`src/rtl/ntru_pkg.sv`:
```
// rtl/ntru_pkg.sv - shared types and default sizes for the ternary polynomial MAC
//
// Purpose: default ring parameters, coefficient and trit types, and the
//          sequencer state encoding.
// Ports:   none (package).
package ntru_pkg;

    localparam int DEF_N      = 701;
    localparam int DEF_LOGQ   = 13;
    localparam int DEF_ADDR_W = 10;

    typedef logic [DEF_LOGQ-1:0] coeff_t;

    // Ternary digit as stored in the r RAM: nz=0 means zero regardless of sign.
    typedef struct packed {
        logic nz;
        logic sign;
    } trit_t;

    typedef enum logic [2:0] {
        IDLE  = 3'd0,
        INIT  = 3'd1,
        ACC   = 3'd2,
        DRAIN = 3'd3,
        OUT   = 3'd4
    } state_t;

endpackage

```
`src/rtl/ternary_term.sv`:
```
// rtl/ternary_term.sv - combinational trit * coefficient product
//
// Purpose: maps a ternary digit and an h coefficient to 0, +h or -h mod 2^LOGQ.
// Ports:
//   trit  in  2     {nz, sign}
//   h     in  LOGQ  h coefficient
//   term  out LOGQ  trit * h, wrapped to LOGQ bits
module ternary_term
    import ntru_pkg::*;
#(
    parameter int LOGQ = DEF_LOGQ
) (
    input  logic [1:0]      trit,
    input  logic [LOGQ-1:0] h,
    output logic [LOGQ-1:0] term
);

    trit_t t;

    assign t = trit;

    // Two's-complement negate as invert plus carry-in; the sign bit is the carry.
    always_comb begin
        term = '0;
        if (t.nz) begin
            term = (h ^ {LOGQ{t.sign}}) + LOGQ'(t.sign);
        end
    end

endmodule

```
`src/rtl/ternary_poly_mac.sv`:
```
// rtl/ternary_poly_mac.sv - coefficient-serial c = m + r*h in Z_q[x]/(x^N-1)
//
// Purpose: walks k over the output coefficients; for each one accumulates
//          m_k + sum_i r_i * h_(k-i mod N) from synchronous RAMs and presents
//          the result on a valid/ready port.
// Ports:
//   clk, rst_n           clock, asynchronous active-low reset
//   start                begin a full product (accepted only when idle)
//   busy, done           run in progress / one-cycle end-of-product pulse
//   h_addr, h_rdata      h RAM port (1-cycle read latency)
//   r_addr, r_rdata      r RAM port (1-cycle read latency), trit {nz,sign}
//   m_addr, m_rdata      m RAM port (1-cycle read latency)
//   c_valid, c_ready     output handshake
//   c_data, c_idx        coefficient value and its index k
module ternary_poly_mac
    import ntru_pkg::*;
#(
    parameter int N      = DEF_N,
    parameter int LOGQ   = DEF_LOGQ,
    parameter int ADDR_W = DEF_ADDR_W
) (
    input  logic              clk,
    input  logic              rst_n,
    input  logic              start,
    output logic              busy,
    output logic              done,
    output logic [ADDR_W-1:0] h_addr,
    input  logic [LOGQ-1:0]   h_rdata,
    output logic [ADDR_W-1:0] r_addr,
    input  logic [1:0]        r_rdata,
    output logic [ADDR_W-1:0] m_addr,
    input  logic [LOGQ-1:0]   m_rdata,
    output logic              c_valid,
    input  logic              c_ready,
    output logic [LOGQ-1:0]   c_data,
    output logic [ADDR_W-1:0] c_idx
);

    localparam logic [ADDR_W-1:0] LAST = ADDR_W'(N - 1);

    state_t            state;
    logic [ADDR_W-1:0] i;
    logic [ADDR_W-1:0] j;
    logic [ADDR_W-1:0] k;
    logic [LOGQ-1:0]   acc;
    logic [LOGQ-1:0]   term;
    logic [LOGQ-1:0]   acc_sum;

    // The counters are the RAM addresses, so address outputs come straight
    // from registers and freeze automatically while OUT waits for c_ready.
    assign h_addr = j;
    assign r_addr = i;
    assign m_addr = k;

    // RAM data arrives one cycle after its address, so the term consumed in
    // ACC cycle i belongs to index i-1; DRAIN consumes the last one.
    ternary_term #(.LOGQ(LOGQ)) u_term (
        .trit (r_rdata),
        .h    (h_rdata),
        .term (term)
    );

    assign acc_sum = acc + term;

    always_ff @(posedge clk or negedge rst_n) begin
        if (!rst_n) begin
            state   <= IDLE;
            busy    <= 1'b0;
            done    <= 1'b0;
            c_valid <= 1'b0;
            c_data  <= '0;
            c_idx   <= '0;
            i       <= '0;
            j       <= '0;
            k       <= '0;
            acc     <= '0;
        end else begin
            done <= 1'b0;
            case (state)
                IDLE: begin
                    if (start) begin
                        state <= INIT;
                        busy  <= 1'b1;
                        k     <= '0;
                    end
                end
                INIT: begin
                    i     <= '0;
                    j     <= k;
                    state <= ACC;
                end
                ACC: begin
                    acc <= (i == '0) ? m_rdata : acc_sum;
                    if (i == LAST) begin
                        state <= DRAIN;
                    end else begin
                        i <= i + ADDR_W'(1);
                        // Cyclic decrement of h index avoids any modulo logic.
                        j <= (j == '0) ? LAST : j - ADDR_W'(1);
                    end
                end
                DRAIN: begin
                    acc     <= acc_sum;
                    c_data  <= acc_sum;
                    c_idx   <= k;
                    c_valid <= 1'b1;
                    state   <= OUT;
                end
                OUT: begin
                    if (c_ready) begin
                        c_valid <= 1'b0;
                        if (k == LAST) begin
                            state <= IDLE;
                            busy  <= 1'b0;
                            done  <= 1'b1;
                        end else begin
                            k     <= k + ADDR_W'(1);
                            state <= INIT;
                        end
                    end
                end
                default: state <= IDLE;
            endcase
        end
    end

endmodule

```
`config.mk`:
```
export PLATFORM = sky130hd
export DESIGN_NAME = ternary_poly_mac
export DESIGN_NICKNAME = d
export VERILOG_FILES = /design/src/rtl/ntru_pkg.sv /design/src/rtl/ternary_term.sv /design/src/rtl/ternary_poly_mac.sv
export SDC_FILE = /design/constraint.sdc
export NUM_CORES = 1
export LEC_CHECK = 0
export BUFFER_PORTS_ARGS = -buffer_cell sky130_fd_sc_hd__buf_2
export CELL_PAD_IN_SITES_DETAIL_PLACEMENT = 1
export CELL_PAD_IN_SITES_GLOBAL_PLACEMENT = 1
export CORE_ASPECT_RATIO = 1.1
export CORE_MARGIN = 5
export CORE_UTILIZATION = 45
export DETAILED_ROUTE_END_ITERATION = 6
export HOLD_SLACK_MARGIN = 0.05
export PLACE_DENSITY = 0.83
export SLEW_MARGIN = 10
export SYNTH_ARGS = -nofsm -noshare
export SYNTH_HDL_FRONTEND = slang
export SYNTH_SLANG_ARGS = --single-unit
```
`constraint.sdc`:
```
create_clock -name clk -period 4.3 [get_ports clk]
set_clock_uncertainty 0.05 [all_clocks]
set_input_delay 0 -clock clk [delete_from_list [all_inputs] [get_ports clk]]
set_output_delay 0 -clock clk [all_outputs]
set_load 0.05 [all_outputs]
```
# ---- After elaboration in Yosys (flattened, before gate mapping)
# Index checks and enable logic that the tools add are counted.
dict set report totals {
  ff_bits 72
  inputBits 32
  output_inout_bits 56
  elab_cells 66
}
dict set report classes {
  addsub 5
  eq_ne 12
  muxes 26
  bitwise_logic 1
  n_reduce_logical 12
}
# cell count
set op_table {}
lappend op_table {{10-bit two-way mux} 6}
lappend op_table {{10-bit one-hot mux with 2 select lines} 3}
lappend op_table {{13-bit two-way mux} 2}
lappend op_table {{13-bit one-hot mux with 2 select lines} 1}
lappend op_table {{10-bit by 1-bit adder with 10-bit output (second input constant)} 2}
lappend op_table {{10-bit == test (second input constant)} 2}
lappend op_table {{10-bit zero test} 2}
lappend op_table {{3-bit one-hot mux with 5 select lines} 1}
lappend op_table {{13-bit by 1-bit adder with 13-bit output} 1}
lappend op_table {{13-bit adder} 1}
lappend op_table {{13-bit bitwise XOR} 1}
lappend op_table {{2-bit != test (second input constant)} 6}
lappend op_table {{10-bit by 1-bit subtractor with 10-bit output (second input constant)} 1}
lappend op_table {{3-bit two-way mux} 3}
lappend op_table {{1-bit two-way mux} 8}
lappend op_table {{4-bit AND reduction} 2}
lappend op_table {{2-bit nonzero test} 4}
lappend op_table {{3-bit by 2-bit == test with 1-bit output (second input constant)} 2}
lappend op_table {{1-bit one-hot mux with 2 select lines} 2}
lappend op_table {{2-bit AND reduction} 2}
lappend op_table {{3-bit by 1-bit == test with 1-bit output (second input constant)} 1}
lappend op_table {{3-bit == test (second input constant)} 1}
lappend op_table {{3-bit zero test} 1}
lappend op_table {{3-bit AND reduction} 1}

# ---- Depth between registers and ports, before layout
# Gate-level depths: netlist (run 1).
dict set report depth {
  word_depth 6
  mapped_depth 17
  ltp_nobuf 16
}

# ---- Cells and area by module
# Synthesis (run 1) repeated with hierarchy kept, for this count alone.
dict set report hier_totals {
  hier_cells 517
  area_unflattened_um2 4699.5
}
# mod instances cells_each area_per_inst_um2 seq_area_each_um2
set modules_own_cells {}
lappend modules_own_cells {ternary_poly_mac 1 429 4043.9 1801.7}
lappend modules_own_cells {ternary_term 1 88 655.6 0.0}

# ---- Least setup slack after synthesis (run 1)
# No wires, ideal clock.
dict set report synth_timing {
  path_type {input port to flip-flop}
  from {input r_rdata[0]}
  to {register acc[12]}
  setup_ns 0.079
  arrival_ns 2.951
  required_ns 4.171
  path_slack_ns 1.220
  stages 17
  path_buffers 2
  path_cell_list {buf_4 clkbuf_1 xor2_1 ha_1 o21ai_1 nor2_1 a21oi_1 o21ai_0 xor2_1 and2_1 ha_1 or3_1 o21ai_0 a31oi_1 xor2_2 a31oi_2 a2bb2oi_1}
}
dict set report synth_via {
  elab_chain_cells 6
}
# element line
set synth_lines {}
lappend synth_lines {{from (decl)} ternary_poly_mac.sv:30} ;# input logic [1:0] r_rdata,
lappend synth_lines {{13-bit bitwise XOR} ternary_term.sv:26} ;# term = (h ^ {LOGQ{t.sign}}) + LOGQ'(t.sign);
lappend synth_lines {{13-bit by 1-bit adder with 13-bit output (*)} ternary_term.sv:26}
lappend synth_lines {{13-bit two-way mux (*)} ternary_term.sv:25} ;# if (t.nz) begin
lappend synth_lines {{13-bit adder (*)} ternary_poly_mac.sv:63} ;# assign acc_sum = acc + term;
lappend synth_lines {{13-bit two-way mux} ternary_poly_mac.sv:93} ;# acc <= (i == '0) ? m_rdata : acc_sum;
lappend synth_lines {{13-bit one-hot mux with 2 select lines (*)} ternary_poly_mac.sv:79} ;# case (state)
lappend synth_lines {{to (signal assigned)} ternary_poly_mac.sv:93}
lappend synth_lines {{to (signal assigned)} ternary_poly_mac.sv:103} ;# acc <= acc_sum;
lappend synth_lines {{to (decl)} ternary_poly_mac.sv:45} ;# logic [LOGQ-1:0] acc;
# Mark *: on every way between the ends. The rest lies on a longest branch, timed or not.
# A chain may end at the register's enable or synchronous reset.

# ---- Final worst setup path (run 1)
# Ends and elaborated chain as after synthesis.

==> flow_metrics.tcl, run 1 <==
set metrics [dict create \
    first_pass_iters 4 \
    clk_latency_ps 360 \
    fillerInstances 1181 \
    whs_ps 83.5 \
    seqPwrFrac_pct 30.4 \
    drtAntennaViolNets 0 \
    drt_iter0_drc 161 \
    hold_start "start" \
    end_kind "flip-flop" \
    synth_warnings 0 \
    wirelength_um 13100 \
    vdd_drop_max_mv 0.439 \
    rows 38 \
    combPwrFrac_pct 56.2 \
    synth.most_common_cell "dfrtp_1" \
    cts_buffers 9 \
    finalWorstPathRequiredPeriod_ps 3060 \
    cts_num_sinks 72 \
    yosysSeqAreaShare_pct 40.5 \
    max_slew_margin_pct 24.3 \
    synth_top_area_share_pct 40.5 \
    cts_hold_buffers 15 \
    wirelength_met1_um 5480 \
    setup_violations 0 \
    ys_ff_latch 72 \
    cts.htree.levels 3 \
    ioPinCount 88 \
    critPathLaunchType "input port" \
    synth_top_cells_by_count "dfrtp_1, nand2_1, o21ai_0" \
    r2r_end "acc[10]$_DFFE_PN0P_" \
    drc 0 \
    setup.worst_path.class "input port to flip-flop" \
    grt_max_degree 73 \
    wl_per_cell_um 18.3 \
    core_um2 9750 \
    syn_to_final_growth_pct 18.3 \
    n_antenna_cell 0 \
    seqCellArea_um2 1800 \
    critPathRequiredTime_ps 4530 \
    start_util_pct 45.6 \
    period_share_pct 71.1 \
    p_leak_nw 2.56 \
    cts_buffer_depth 2 \
    crit_fanout 27 \
    cts_tree "yes" \
    antenna_found_initial 0 \
    syn-cell-area_um2 4450 \
    synth.distinct_cells 61 \
    p_sw_mw 1.87 \
    intPower_mw 1.72 \
    ys.flop_type "dfrtp_1" \
    tightestPinTransition_ps 1130 \
    synthArstFlopShare_pct 100 \
    wl_met3_um 690 \
    die_w_um 105 \
    multiInputGateArea_um2 2490 \
    maxSlewViolCount 0 \
    synthTopCellsByArea "dfrtp_1, ha_1, nand2_1, o21ai_0, xnor2_1" \
    clk_pin_slew_ps 70 \
    hold_path_class "input port to flip-flop" \
    ff2ff_setup_slack_ps 1660 \
    final_hold_viol_count 0 \
    rr_startpoint "acc[0]$_DFFE_PN0P_" \
    gp_congestion 0.836 \
    layout.nets 643 \
    p_sw_share_pct 52.1 \
    hold_end "state[0]$_DFFE_PN0P_" \
    finalSetupTns_ps 0 \
    yosysTopAreaCell "dfrtp_1" \
    dr_wl_met2_um 6740 \
    port_buffers 87 \
    grt_remaining_overflow 0 \
    power.density_nw_per_um2 683 \
    root_buffer "clkbuf_8" \
    top_layer "met4" \
    syn_inst 496 \
    cts_setup_buffers 0 \
    num_vias 4098 \
    place_ws_ps 865 \
    via_per_inst 5.72 \
    drive_above_1_share_pct 20.6 \
    cap_violations 0 \
    worstPathArrival_ps 3290 \
    die_y_um 114 \
    max_freq_mhz 327 \
    synth_edf_count 0 \
    track_usage_pct 22.5 \
    post-dp-hpwl_um 9340 \
    syn-num-nets 548 \
    power.share.clock_pct 13.4 \
    finalWorstSetupSlack_ps 1240 \
    dieArea_um2 12000 \
    reg2regPathDepth 9 \
    rsz0062_at_grt "no" \
    grt_pass1_wl_um 22000 \
    first_global_vias 4399 \
    synth.avg_cell_area_um2 8.97 \
    utilization_pct 54.0 \
    status "finished, final reports clean" \
    whs_path_depth 5 \
    cts_resized 0 \
]
## cells in the final DEF, fill, tap and decap left out, types with 4 or more instances in the layout
cell / n
inv_1: 14
clkbuf_8: 10
nand2_1: 63
o21ai_1: 7
nor3_1: 12
buf_2: 87
and2_1: 13
a21o_1: 8
nand4_1: 8
nand2b_1: 8
o21ai_0: 43
a31oi_1: 6
or3_1: 7
a21oi_1: 35
dfrtp_1: 72
dlygate4sd3_1: 15
mux2i_1: 4
ha_1: 19
nand3_1: 14
and3_1: 7
mux2_2: 10
clkinv_2: 4
xor2_1: 16
nor2_1: 35
xnor2_1: 21
## power by group through the flow
stage                     Combinational, mW  Sequential (mW)  Clock (mW)
after floorplan                        1.11             1.48           0
after global placement                 1.93             1.09           0
after detailed placement               2.00             1.10           0
after CTS                              2.03             1.09       0.496
after global routing                   2.21             1.12       0.531
final                                  2.02             1.09       0.484
## layer usage
| metal | vias to the layer above | global-route usage (%) |
|---|---|---|
| li1 | 1947 | - |
| met1 | 2041 | 27.1 |
| met2 | 93 | 39.8 |
| met3 | 17 | 5.41 |
| met4 | 0 | 6.65 |
| met5 | - | 0 |
## critical path, cell delays in order
cell and delay [ps]:
buf_2 380, ha_1 300, ha_1 210, o21ai_1 200
nor2_1 210, a21oi_1 90, o21ai_0 240, xor2_1 90
and2_1 170, ha_1 320, or3_1 310, o21ai_0 90
a31oi_1 90, xor2_2 230, a31oi_2 180, a2bb2oi_1 160
## through the flow
stage | std cells | cell area [µm²] | power [mW]
finish | 716 | 5260 | 3.60
global route | 716 | 5260 | 3.87
CTS | 716 | 5260 | 3.61
detailed placement | 685 | 4950 | 3.10
global placement | 685 | 4950 | 3.02
floorplan | 496 | 4450 | 2.59
## state kept, by name, indices dropped and copies added (netlist names)
signal   count
acc         13
c_data      13
c_idx       10
h_addr      10
m_addr      10
r_addr      10
state        3
busy         1
c_valid      1
done         1
## worst max-delay path by stage
stage / startpoint / to / slack [ps] / depth (start not counted)
detailed placement: r_rdata[0] / acc[12]$_DFFE_PN0P_ / 860 / 16
global placement: r_rdata[0] / acc[12]$_DFFE_PN0P_ / 1070 / 14
global route: r_rdata[0] / acc[12]$_DFFE_PN0P_ / 920 / 16
floorplan: r_rdata[0] / acc[12]$_DFFE_PN0P_ / 1220 / 17
finish: r_rdata[0] / acc[12]$_DFFE_PN0P_ / 1240 / 16
CTS: r_rdata[0] / acc[12]$_DFFE_PN0P_ / 1230 / 16
## kinds of logic (layout without fill, tap and decap cells)
group | after synthesis | after routing | synth area share, %
compound gates | 125 | 125 | 16.7
xor+xnor | 38 | 38 | 7.65
fa+ha+maj | 20 | 20 | 5.79
buf+inv | 35 | 135 | 3.60
flops | 72 | 72 | 40.5
mux | 14 | 14 | 3.43
simple gates | 192 | 192 | 22.3
## layout make-up
class                      instances  share of cell area (%)
sequential                        72                    34.2
timing repair buffer             105                    11.6
inverter                          14                   0.998
clock buffer                      12                    2.76
tap                              120                    2.85
multi-input combinational        389                    47.2
clock inverter                     4                   0.380
Power figures use the tool's default switching activity.
==> run 2, diff against run 1 <==
--- a/config.mk
+++ b/config.mk
@@ -10,10 +10,10 @@
 export CELL_PAD_IN_SITES_GLOBAL_PLACEMENT = 1
 export CORE_ASPECT_RATIO = 1.1
 export CORE_MARGIN = 5
-export CORE_UTILIZATION = 45
+export CORE_UTILIZATION = 42
 export DETAILED_ROUTE_END_ITERATION = 6
 export HOLD_SLACK_MARGIN = 0.05
-export PLACE_DENSITY = 0.83
+export PLACE_DENSITY = 0.78
 export SLEW_MARGIN = 10
 export SYNTH_ARGS = -nofsm -noshare
 export SYNTH_HDL_FRONTEND = slang
==> constraint.sdc (replaced) <==
create_clock -name clk -period 3.1 [get_ports clk]
set_clock_uncertainty 0.05 [all_clocks]
set_input_delay 0 -clock clk [delete_from_list [all_inputs] [get_ports clk]]
set_output_delay 0 -clock clk [all_outputs]
set_load 0.05 [all_outputs]
==> run 2 against run 1 <==
Against the previous run:
- combinational power up 41%
- global-route usage down 0.92 points
- clock power up 130%
- via count down 0.27%
- final area up 4.7%
- register-to-register slack worse by 1200 ps
- flip-flop and latch count unchanged
- core utilization down 0.99 points
- cell count up 4.3%
- worst setup slack worse by 1000 ps
- critical path depth unchanged
==> flow_metrics.tcl, run 2 (synthesized netlist as in run 1, its figures left out) <==
set metrics [dict create \
    p_sw_share_pct 48.1 \
    cts_buffers 9 \
    power.share.clock_pct 20.4 \
    root_buffer "clkbuf_16" \
    core_um2 10400 \
    placed_cells 717 \
    power.density_nw_per_um2 996 \
    die_w_um 108 \
    cts_setup_buffers 0 \
    p_sw_mw 2.64 \
    critPathLaunchType "input port" \
    whs_ps 54.8 \
    drtAntennaViolNets 0 \
    intPower_mw 2.85 \
    post-dp-hpwl_um 9560 \
    setup.worst_path.class "input port to flip-flop" \
    vdd_drop_max_mv 0.700 \
    cts_num_sinks 72 \
    ioPinCount 88 \
    p_leak_nw 2.67 \
    n_antenna_cell 0 \
    path_cells "buf_2, ha_1, ha_1, o21ai_1, nor2_1, o21ai_0, a21oi_1, o21a_1, ha_1, o21ai_0, nand2b_1, o2111ai_1, a31oi_1, xor2_2, a31oi_2, a2bb2oi_1" \
    seqPwrFrac_pct 27.9 \
    antenna_found_initial 0 \
    place_area_um2 5040 \
    port_buffers 87 \
    drive_above_1_share_pct 22.4 \
    crit_fanout 9 \
    wirelength_um 13200 \
    gp_congestion 0.824 \
    tightestPinTransition_ps 949 \
    critPathRequiredTime_ps 3270 \
    grt_max_degree 73 \
    max_slew_margin_pct 36.8 \
    max_freq_mhz 346 \
    clk_latency_ps 340 \
    num_vias 4087 \
    final_common_cell "buf_2" \
    cpMaxStageDelayCell "ha_1" \
    dieArea_um2 12800 \
    clk_pin_slew_ps 60 \
    period_share_pct 93.1 \
    combPwrFrac_pct 51.7 \
    place_ws_ps -158 \
    final_hold_viol_count 0 \
    track_usage_pct 21.6 \
    critPathMaxStageDelay_ps 370 \
    cap_violations 0 \
    layout.nets 651 \
    grt_pass1_wl_um 22000 \
    maxSlewViolCount 0 \
    drt_iter0_drc 134 \
    critPathTopFamily "compound AO/OA/AOI/OAI gates" \
    hold_path_class "input port to flip-flop" \
    rsz0062_at_grt "no" \
    grt_remaining_overflow 0 \
    largestRegisters "acc (13), c_data (13)" \
    crit_top_cell "ha_1" \
    finalWorstPathRequiredPeriod_ps 2890 \
    end_kind "flip-flop" \
    rows 39 \
    via_per_inst 5.47 \
    setup_violations 0 \
    final_cells 747 \
    cts.htree.levels 3 \
    status "finished, final reports clean" \
    die_y_um 118 \
    first_pass_iters 4 \
    worstPathArrival_ps 3060 \
    cts_buffer_depth 2 \
    finalWorstSetupSlack_ps 214 \
    mostFrequentLayoutCells "buf_2, dfrtp_1, nand2_1" \
    start_util_pct 42.8 \
    first_global_vias 4489 \
    wl_per_cell_um 17.7 \
    ff2ff_setup_slack_ps 420 \
    syn_to_final_growth_pct 23.9 \
    drc 0 \
    critPathBufInv 1 \
    cts_tree "yes" \
    final_area_um2 5510 \
]
-- run 2: area by class of cell --
type,instances,area (µm²)
tap,143,179
timing repair buffer,113,666
sequential,72,1800
fill,1237,4880
multi-input combinational,389,2490
inverter,14,52.6
clock buffer,10,239
clock inverter,6,82.6
-- run 2: repair_timing --
item,CTS,global route
hold buffers,14,0
endpoints found under the hold margin,87,0
gates resized for setup,0,0
-- run 2: worst reg2reg max path: stages (launching register included) --
cell,delay (ps)
dfrtp_1,380
ha_1,220
fa_1,430
a211oi_1,270
o21ai_1,150
o2111ai_1,280
nand2_1,120
xnor2_1,270
o21ai_1,110
mux2_2,280
-- run 2: through the flow --
stage | total power, mW | setup TNS, ps | util (%)
after floorplan | 3.60 | 0 | -
after global placement | 4.23 | 0 | 48.5
after detailed placement | 4.35 | -610 | 48.5
after CTS | 5.53 | 0 | 53.0
after global routing | 5.89 | 0 | 53.0
final | 5.49 | 0 | 53.0
-- run 2: worst paths after layout --
| kind | start | to | depth (start not counted) |
|---|---|---|---|
| worst max-delay path | r_rdata[0] | acc[12]$_DFFE_PN0P_ | 16 |
| worst min-delay path | m_rdata[12] | acc[12]$_DFFE_PN0P_ | 4 |
| worst max register to register | acc[0]$_DFFE_PN0P_ | acc[10]$_DFFE_PN0P_ | 9 |
| worst min register to register | c_data[2]$_DFFE_PN0P_ | c_data[2]$_DFFE_PN0P_ | 2 |
| max in group asynchronous | rst_n | acc[5]$_DFFE_PN0P_ | 3 |
| min in group asynchronous | rst_n | h_addr[6]$_DFFE_PN0P_ | 3 |
-- run 2: power groups by stage --
stage / Combinational, mW / Clock, mW / Sequential [mW]
5_1_grt: 3.11 / 1.20 / 1.58
3_5_place_dp: 2.82 / 0 / 1.54
2_1_floorplan: 1.54 / 0 / 2.06
6_report: 2.84 / 1.12 / 1.53
3_3_place_gp: 2.71 / 0 / 1.52
4_1_cts: 2.85 / 1.15 / 1.53
-- run 2: layer usage --
metal	routed length (µm)	vias up	part of all wire, %	track usage (%)
li1	-	1957	-	-
met1	5600	2019	42	25.5
met2	6770	87	51	37.6
met3	512	24	3.9	5.16
met4	333	0	2.5	7.73
met5	0	-	0	0
